<file path="src/rtl/multu.sv">
// Unsigned 32x32 iterative shift-add multiplier that starts by itself whenever the operand pair changes.
// Optional MULTU_EARLY_TERM_EN finishes as soon as the remaining multiplier bits are all zero.
//
// state | meaning
// IDLE  | compare operands against last pair, start on change (or first cycle after reset)
// RUN   | one shift-add iteration per cycle, busy high
module multu (
  input  logic        clk,
  input  logic        rst_n,
  input  logic [31:0] a,
  input  logic [31:0] b,
  output logic        busy,
  output logic [63:0] result
);

  typedef enum logic {IDLE, RUN} state_e;

  state_e      state_q, state_d;
  logic [31:0] last_a_q, last_a_d;
  logic [31:0] last_b_q, last_b_d;
  logic        seen_q, seen_d;
  logic [63:0] mcand_q, mcand_d;
  logic [31:0] mplier_q, mplier_d;
  logic [63:0] acc_q, acc_d;
  logic [5:0]  cnt_q, cnt_d;
  logic [63:0] result_q, result_d;
  logic        busy_q, busy_d;

  logic [63:0] acc_sum;
  logic [31:0] mplier_sh;
  logic        last_iter;

  always_ff @(posedge clk) begin
    if (!rst_n) begin
      state_q  <= IDLE;
      last_a_q <= '0;
      last_b_q <= '0;
      seen_q   <= 1'b0;
      mcand_q  <= '0;
      mplier_q <= '0;
      acc_q    <= '0;
      cnt_q    <= '0;
      result_q <= '0;
      busy_q   <= 1'b0;
    end else begin
      state_q  <= state_d;
      last_a_q <= last_a_d;
      last_b_q <= last_b_d;
      seen_q   <= seen_d;
      mcand_q  <= mcand_d;
      mplier_q <= mplier_d;
      acc_q    <= acc_d;
      cnt_q    <= cnt_d;
      result_q <= result_d;
      busy_q   <= busy_d;
    end
  end

  assign acc_sum   = mplier_q[0] ? (acc_q + mcand_q) : acc_q;
  assign mplier_sh = mplier_q >> 1;
`ifdef MULTU_EARLY_TERM_EN
  assign last_iter = (cnt_q == 6'd31) || (mplier_sh == 32'd0);
`else
  assign last_iter = (cnt_q == 6'd31);
`endif

  always_comb begin
    state_d  = state_q;
    last_a_d = last_a_q;
    last_b_d = last_b_q;
    seen_d   = seen_q;
    mcand_d  = mcand_q;
    mplier_d = mplier_q;
    acc_d    = acc_q;
    cnt_d    = cnt_q;
    result_d = result_q;
    busy_d   = busy_q;
    unique case (state_q)
      IDLE: begin
        if (!seen_q || (a != last_a_q) || (b != last_b_q)) begin
          mcand_d  = {32'b0, a};
          mplier_d = b;
          acc_d    = '0;
          cnt_d    = '0;
          last_a_d = a;
          last_b_d = b;
          seen_d   = 1'b1;
          busy_d   = 1'b1;
          state_d  = RUN;
        end
      end
      RUN: begin
        acc_d    = acc_sum;
        mcand_d  = mcand_q << 1;
        mplier_d = mplier_sh;
        cnt_d    = cnt_q + 6'd1;
        if (last_iter) begin
          result_d = acc_sum;
          busy_d   = 1'b0;
          state_d  = IDLE;
        end
      end
      default: state_d = IDLE;
    endcase
  end

  always_comb begin
    busy   = busy_q;
    result = result_q;
  end

endmodule

</file>
<file path="config.mk">
export PLATFORM = sky130hd
export DESIGN_NAME = multu
export DESIGN_NICKNAME = d
export VERILOG_FILES = /design/src/rtl/multu.sv
export SDC_FILE = /design/constraint.sdc
export NUM_CORES = 1
export LEC_CHECK = 0
export ABC_AREA = 1
export CAP_MARGIN = 20
export CORE_UTILIZATION = 50
export DETAILED_ROUTE_END_ITERATION = 6
export PLACE_DENSITY = 0.69
export SETUP_SLACK_MARGIN = 0.02
export SYNTH_ARGS = -nofsm -noshare
export SYNTH_HDL_FRONTEND = slang
export SYNTH_SLANG_ARGS = --single-unit
export TNS_END_PERCENT = 1
</file>
<file path="constraint.sdc">
create_clock -name clk -period 2.6 [get_ports clk]
set_input_delay 0.26 -clock clk [delete_from_list [all_inputs] [get_ports clk]]
set_output_delay 0.26 -clock clk [all_outputs]
set_load 0.03 [all_outputs]
</file>
==> results of run 1 <==
-- power by group through the flow --
| stage | clock, mW | sequential (mW) | combinational [mW] |
|---|---|---|---|
| 6_report | 4.89 | 4.83 | 1.15 |
| 5_1_grt | 5.16 | 4.85 | 1.27 |
| 4_1_cts | 4.96 | 4.83 | 1.13 |
| 3_5_place_dp | 0 | 4.92 | 1.13 |
| 3_3_place_gp | 0 | 4.92 | 1.10 |
| 2_1_floorplan | 0 | 4.87 | 0.754 |
-- worst max path at each step --
stage | end | slack, ps | cells past startpoint
after global placement | acc_q[48] | 1 | 11
final | result[26] | 100 | 12
after detailed placement | mplier_q[17] | -40 | 11
after global routing | acc_q[46] | -40 | 17
after CTS | acc_q[54] | 20 | 14
after floorplan | acc_q[16] | 510 | 13
-- cells by family after synthesis --
family | after synthesis | synth area share, %
flops | 297 | 31.7
mux | 1 | 0.0600
compound gates | 363 | 9.99
simple gates | 1725 | 39.8
xor+xnor | 53 | 2.47
fa+ha+maj | 65 | 4.37
buf+inv | 570 | 11.7
-- metrics by stage --
| stage | utilization [%] | instances | setup TNS [ps] |
|---|---|---|---|
| global route | 59.9 | 3645 | -58.9 |
| CTS | 59.5 | 3645 | 0 |
| finish | 59.9 | 3645 | 0 |
| detailed placement | 56.5 | 3585 | -1050 |
| global placement | 56.5 | 3585 | 0 |
| floorplan | - | 3074 | 0 |
-- final cells by class --
class,instances,area [um2]
fill,3609,14800
multi-input combinational,2207,10800
sequential,297,5970
timing repair buffer,195,2000
inverter,418,1580
clock buffer,52,1040
tap,468,586
clock inverter,8,91.3
-- layer usage --
layer  routed length (um)  GRT usage, %  up-vias
met4                 1510          10.1        0
li1                     -             -    10000
met2                26800          49.5      666
met1                28400          44.5     9153
met3                 3940          4.07       85
met5                    0             0        -
-- state kept, by name, summed over array words and instances, names as in the netlist --
register,cells
acc_q,64
mcand_q,64
result,64
last_a_q,32
last_b_q,32
mplier_q,32
cnt_q,6
busy,1
seen_q,1
state_q,1
-- layout by cell type, fill, tap and decap left out, types with 11 or more instances in the layout --
| master | n |
|---|---|
| nand2_1 | 1047 |
| inv_1 | 413 |
| dfxtp_1 | 285 |
| nand3_1 | 254 |
| a21oi_1 | 205 |
| nand4_1 | 178 |
| clkdlybuf4s50_1 | 129 |
| nor2_1 | 128 |
| o21ai_0 | 119 |
| ha_1 | 62 |
| or2_2 | 57 |
| buf_4 | 48 |
| clkbuf_16 | 35 |
| xnor2_1 | 32 |
| xor2_1 | 21 |
| nor3_1 | 20 |
| buf_12 | 17 |
| o21ai_1 | 14 |
| nand2_2 | 11 |
-- tightest hold or removal path: stages --
cell and delay (ps):
buf_2 150, nand2_1 140, a31oi_1 50
==> impl_metrics.tcl, run 1 <==
set metrics [dict create \
    status "complete, no violations" \
    setup_viol 0 \
    synth_area_um2 18800 \
    reg2reg_from "acc_q[0]" \
    reg2regPathDepth 12 \
    die_height_um 196 \
    cts_hold_buf 0 \
    synth_cell_type_count 36 \
    hp-start "rst_n" \
    clock_sinks 297 \
    clk_pin_slew_worst_paths_ps 60 \
    crit_arrival_ps 2920 \
    ys_warn_count 0 \
    worst_setup_path_end_kind "register" \
    start_util_pct 51.1 \
    fin_area_um2 22000 \
    critPathLaunchType "register" \
    core_um2 36800 \
    cts_tree "yes" \
    layout_min_cycle_time_ps 2500 \
    grt_usage_pct 31.5 \
    syn_avg_cell_area_um2 6.11 \
    cp-startpoint "acc_q[0]" \
    vias_per_cell 5.47 \
    maxCapViolCount 0 \
    regToRegEndpoint "result[26]" \
    power.internal_mw 8.02 \
    ant_nets 0 \
    hpwl_um 44600 \
    antenna_found_initial 0 \
    ys_seq_area_share_pct 31.7 \
    period_share_pct 96.3 \
    n_antenna_cell 0 \
    grt_pass1_vias 18200 \
    overflow 0 \
    numCtsBuffers 35 \
    worst_slack_ps 97.4 \
    path_cells "ha_1, inv_1, fa_2, nand3b_1, nand3_1, nand2_1, nand2_1, buf_12, xor2_1, nand2_1, o21ai_0, o21ai_0" \
    whs_path_depth 3 \
    path_max_fanout 3 \
    clock_skew_ps 31.7 \
    syn-num-nets 3205 \
    num_vias 19900 \
    cts-root-buf "clkbuf_16" \
    max_slew_margin_pct 47.3 \
    route.detailed.drc 0 \
    cts_resized 0 \
    wirelength_um 60700 \
    clock_path_buffers 3 \
    r2r_slack_ps 100 \
    avgRoutedWirePerCell_um 16.6 \
    final_hold_viol_count 0 \
    gp_congestion 0.993 \
    hold_class "in2reg" \
    synthToLayoutAreaGrowth_pct 17.3 \
    synth_edf_count 0 \
    synthCells 3074 \
    p_sw_mw 2.85 \
    max_freq_ghz 0.400 \
    crit_buf_inv 2 \
    pre_cts_ws_ps -41.9 \
    h-tree-depth 2 \
    synthArstFlopShare_pct 0 \
    comb_power_share_pct 10.5 \
    pwr-share-clk_pct 45.0 \
    synth-main-ff-cell "dfxtp_1" \
    port_buffers 130 \
    finalMaxSlewViolations 0 \
    hold-worst-slack_ps 88.8 \
    netSwitchingFraction_pct 26.2 \
    synth.ff_latch_count 297 \
    netlist.area_leader.share_pct 31.7 \
    drive_gt1_share_pct 7.43 \
    slowest_delay_ps 420 \
    cp.required_ps 3020 \
    power_density_nw_per_um2 493 \
    cpMaxStageDelayCell "fa_2" \
    num_rows 70 \
    rsz0062_at_grt "yes" \
    yosysTopAreaCell "dfxtp_1" \
    crit_path_frequent_cell "nand2_1" \
    clk_latency_ps 570 \
    place_area_um2 20800 \
    p_leak_nw 10.3 \
    synth_common_cells "nand2_1 (1057), inv_1 (415), dfxtp_1 (297)" \
    synth.area.top_cells "dfxtp_1 (32%), nand2_1 (21%), inv_1 (8.3%)" \
    first_pass_iters 6 \
    nNetsFinal 3285 \
    hold_end "state_q" \
    tightestPinTransition_ps 791 \
    grt_pass1_wl_um 96100 \
    crit_type "reg2reg" \
    yosysMostFrequentCell "nand2_1" \
    ios 131 \
    path_delay_family "simple AND/OR/NAND/NOR gates" \
    fin_total_pwr_mw 10.9 \
    peakVddDrop_uv 477 \
    drtIter0Drc 1440 \
    grt_max_degree 165 \
    cts_setup_buffers 0 \
    fp.dieW_um 196 \
    dieArea_um2 38300 \
    pwr-share-seq_pct 44.5 \
]
(Power assumes the default switching activity.)
==> inputs of run 2 (changes only) <==
Settings changed: PLACE_DENSITY 0.69 to 0.72.
Clock period 2.6 ns to 2.2 ns, I/O delays scaled along.
==> impl_metrics.tcl, run 2 (synthesized netlist as in run 1, its figures left out) <==
set metrics [dict create \
    hold_end "last_a_q[22]" \
    place_area_um2 23300 \
    clock_path_buffers 3 \
    max_freq_ghz 0.439 \
    final_hold_viol_count 0 \
    critPathLaunchType "register" \
    fin_total_pwr_mw 13.7 \
    peakVddDrop_uv 582 \
    period_share_pct 104 \
    grt_util_met1_pct 48.6 \
    violations "negative setup slack" \
    vias_per_cell 5.50 \
    p_leak_nw 12.4 \
    overflow 0 \
    pwr-share-seq_pct 41.8 \
    drtIter0Drc 1857 \
    grt_max_degree 83 \
    grt-busiest-layer "met2" \
    die_height_um 196 \
    maxCapViolCount 0 \
    grtUsageMet3_pct 3.46 \
    path_cells "ha_4, nand2_1, buf_4, nor2_1, nand3b_1, nand3_2, nand2_2, nand2_2, buf_4, xor2_1, nand2_1, buf_4, o211ai_1, a21oi_1" \
    numCtsBuffers 35 \
    crit_path_frequent_cell "buf_4" \
    reg2reg_from "mcand_q[2]" \
    crit_type "reg2reg" \
    fp.dieW_um 196 \
    comb_power_share_pct 13.2 \
    clk_latency_ps 570 \
    grt_pass1_wl_um 107000 \
    worst_setup_path_end_kind "register" \
    final_util_pct 72.6 \
    crit_arrival_ps 2720 \
    ios 131 \
    synthToLayoutAreaGrowth_pct 42.2 \
    num_vias 22000 \
    slowest_delay_ps 370 \
    gp_congestion 0.995 \
    r2r_slack_ps -80 \
    antenna_found_initial 0 \
    cts_tree "yes" \
    dieArea_um2 38300 \
    drive_gt1_share_pct 26.3 \
    worst_slack_ps -78.8 \
    core_um2 36800 \
    start_util_pct 51.1 \
    grt_usage_pct 34.8 \
    setup_viol 7 \
    finalMaxSlewViolations 0 \
    h-tree-depth 2 \
    first_pass_iters 5 \
    ant_nets 0 \
    pre_cts_ws_ps -392 \
    clk_pin_slew_worst_paths_ps 60 \
    netSwitchingFraction_pct 27.1 \
    port_buffers 130 \
    regToRegEndpoint "acc_q[26]" \
    fillers 3026 \
    wirelength_um 70000 \
    whs_path_depth 3 \
    n_antenna_cell 0 \
    num_rows 70 \
    p_sw_mw 3.70 \
    avgRoutedWirePerCell_um 17.5 \
    pwr-share-clk_pct 44.9 \
    hp-start "rst_n" \
    cp.required_ps 2640 \
    hold_class "in2reg" \
    nNetsFinal 3632 \
    power_density_nw_per_um2 512 \
    clock_sinks 297 \
    fin_area_um2 26700 \
    cts_hold_buf 0 \
    status "finished, violations left" \
    path_max_fanout 3 \
    rsz0062_at_grt "yes" \
    cpMaxStageDelayCell "dfxtp_4" \
    setup-tns-final_ps -186 \
    clock_skew_ps 22.4 \
    hpwl_um 48900 \
    final_common_cell "nand2_1" \
    tightestPinTransition_ps 941 \
    grt_pass1_vias 20700 \
    max_slew_margin_pct 37.3 \
    final_cell_mix "nand2_1 (947), inv_1 (396), buf_4 (379), dfxtp_1 (238), nand3_1 (226)" \
    reg2regPathDepth 14 \
    met2_usage_pct 55.8 \
    route.detailed.drc 0 \
    cts-root-buf "clkbuf_16" \
    power.internal_mw 9.97 \
    layout_min_cycle_time_ps 2280 \
]
## run 2: repair_timing
action / in CTS / in global routing
setup buffers: 4 / 11
resized for setup: 146 / 340
pin swaps: 20 / 85
setup endpoints to repair: 121 / 285
cloned: 0 / 3
## run 2: worst max-delay path by stage
stage / from / cells after the start / end / slack (ps)
2_1_floorplan: mcand_q[0] / 13 / acc_q[16] / 110
3_3_place_gp: mcand_q[0] / 15 / acc_q[44] / -310
3_5_place_dp: acc_q[0] / 15 / acc_q[44] / -390
4_1_cts: mcand_q[31] / 17 / acc_q[57] / -30
5_1_grt: mcand_q[3] / 16 / acc_q[26] / -220
6_report: mcand_q[2] / 14 / acc_q[26] / -80
## run 2: power groups by stage
stage,Combinational (mW),Sequential (mW),Clock (mW)
floorplan,0.891,5.75,0
global placement,1.57,5.80,0
finish,1.81,5.72,6.15
CTS,1.67,5.71,6.20
global route,1.96,5.73,6.41
detailed placement,1.61,5.80,0
## run 2: through the flow
stage	cells	hold slack [ps]
2_1_floorplan	3074	351
3_3_place_gp	3916	436
3_5_place_dp	3916	441
4_1_cts	3984	23.3
5_1_grt	3996	70.4
6_report	3996	45.5
## run 2: area by class of cell
class / instances / area [um2] / share of cell area (%)
sequential: 297 / 6070 / 22.7
multi-input combinational: 2207 / 12500 / 46.7
inverter: 418 / 1580 / 5.92
timing repair buffer: 541 / 4780 / 17.9
clock buffer: 52 / 1050 / 3.93
clock inverter: 12 / 160 / 0.600
timing repair inverter: 1 / 7.51 / 0.0281
tap: 468 / 586 / 2.19
## run 2: routing by layer
layer | routed length [um] | part of all wire, % | vias up
met2 | 31800 | 45 | 834
met1 | 31300 | 45 | 10300
met4 | 2210 | 3.2 | 0
li1 | - | - | 10700
met5 | 0 | 0 | -
met3 | 4680 | 6.7 | 121
## run 2: critical path, delay by kind of cell (launching register included)
family / cells / cell delay [ps]
buffers and inverters: 3 / 460
adder cells (fa/ha/maj): 1 / 280
AND/OR/NAND/NOR: 7 / 700
AO/OA/AOI/OAI: 2 / 190
XOR/XNOR: 1 / 170
flip-flops: 1 / 370
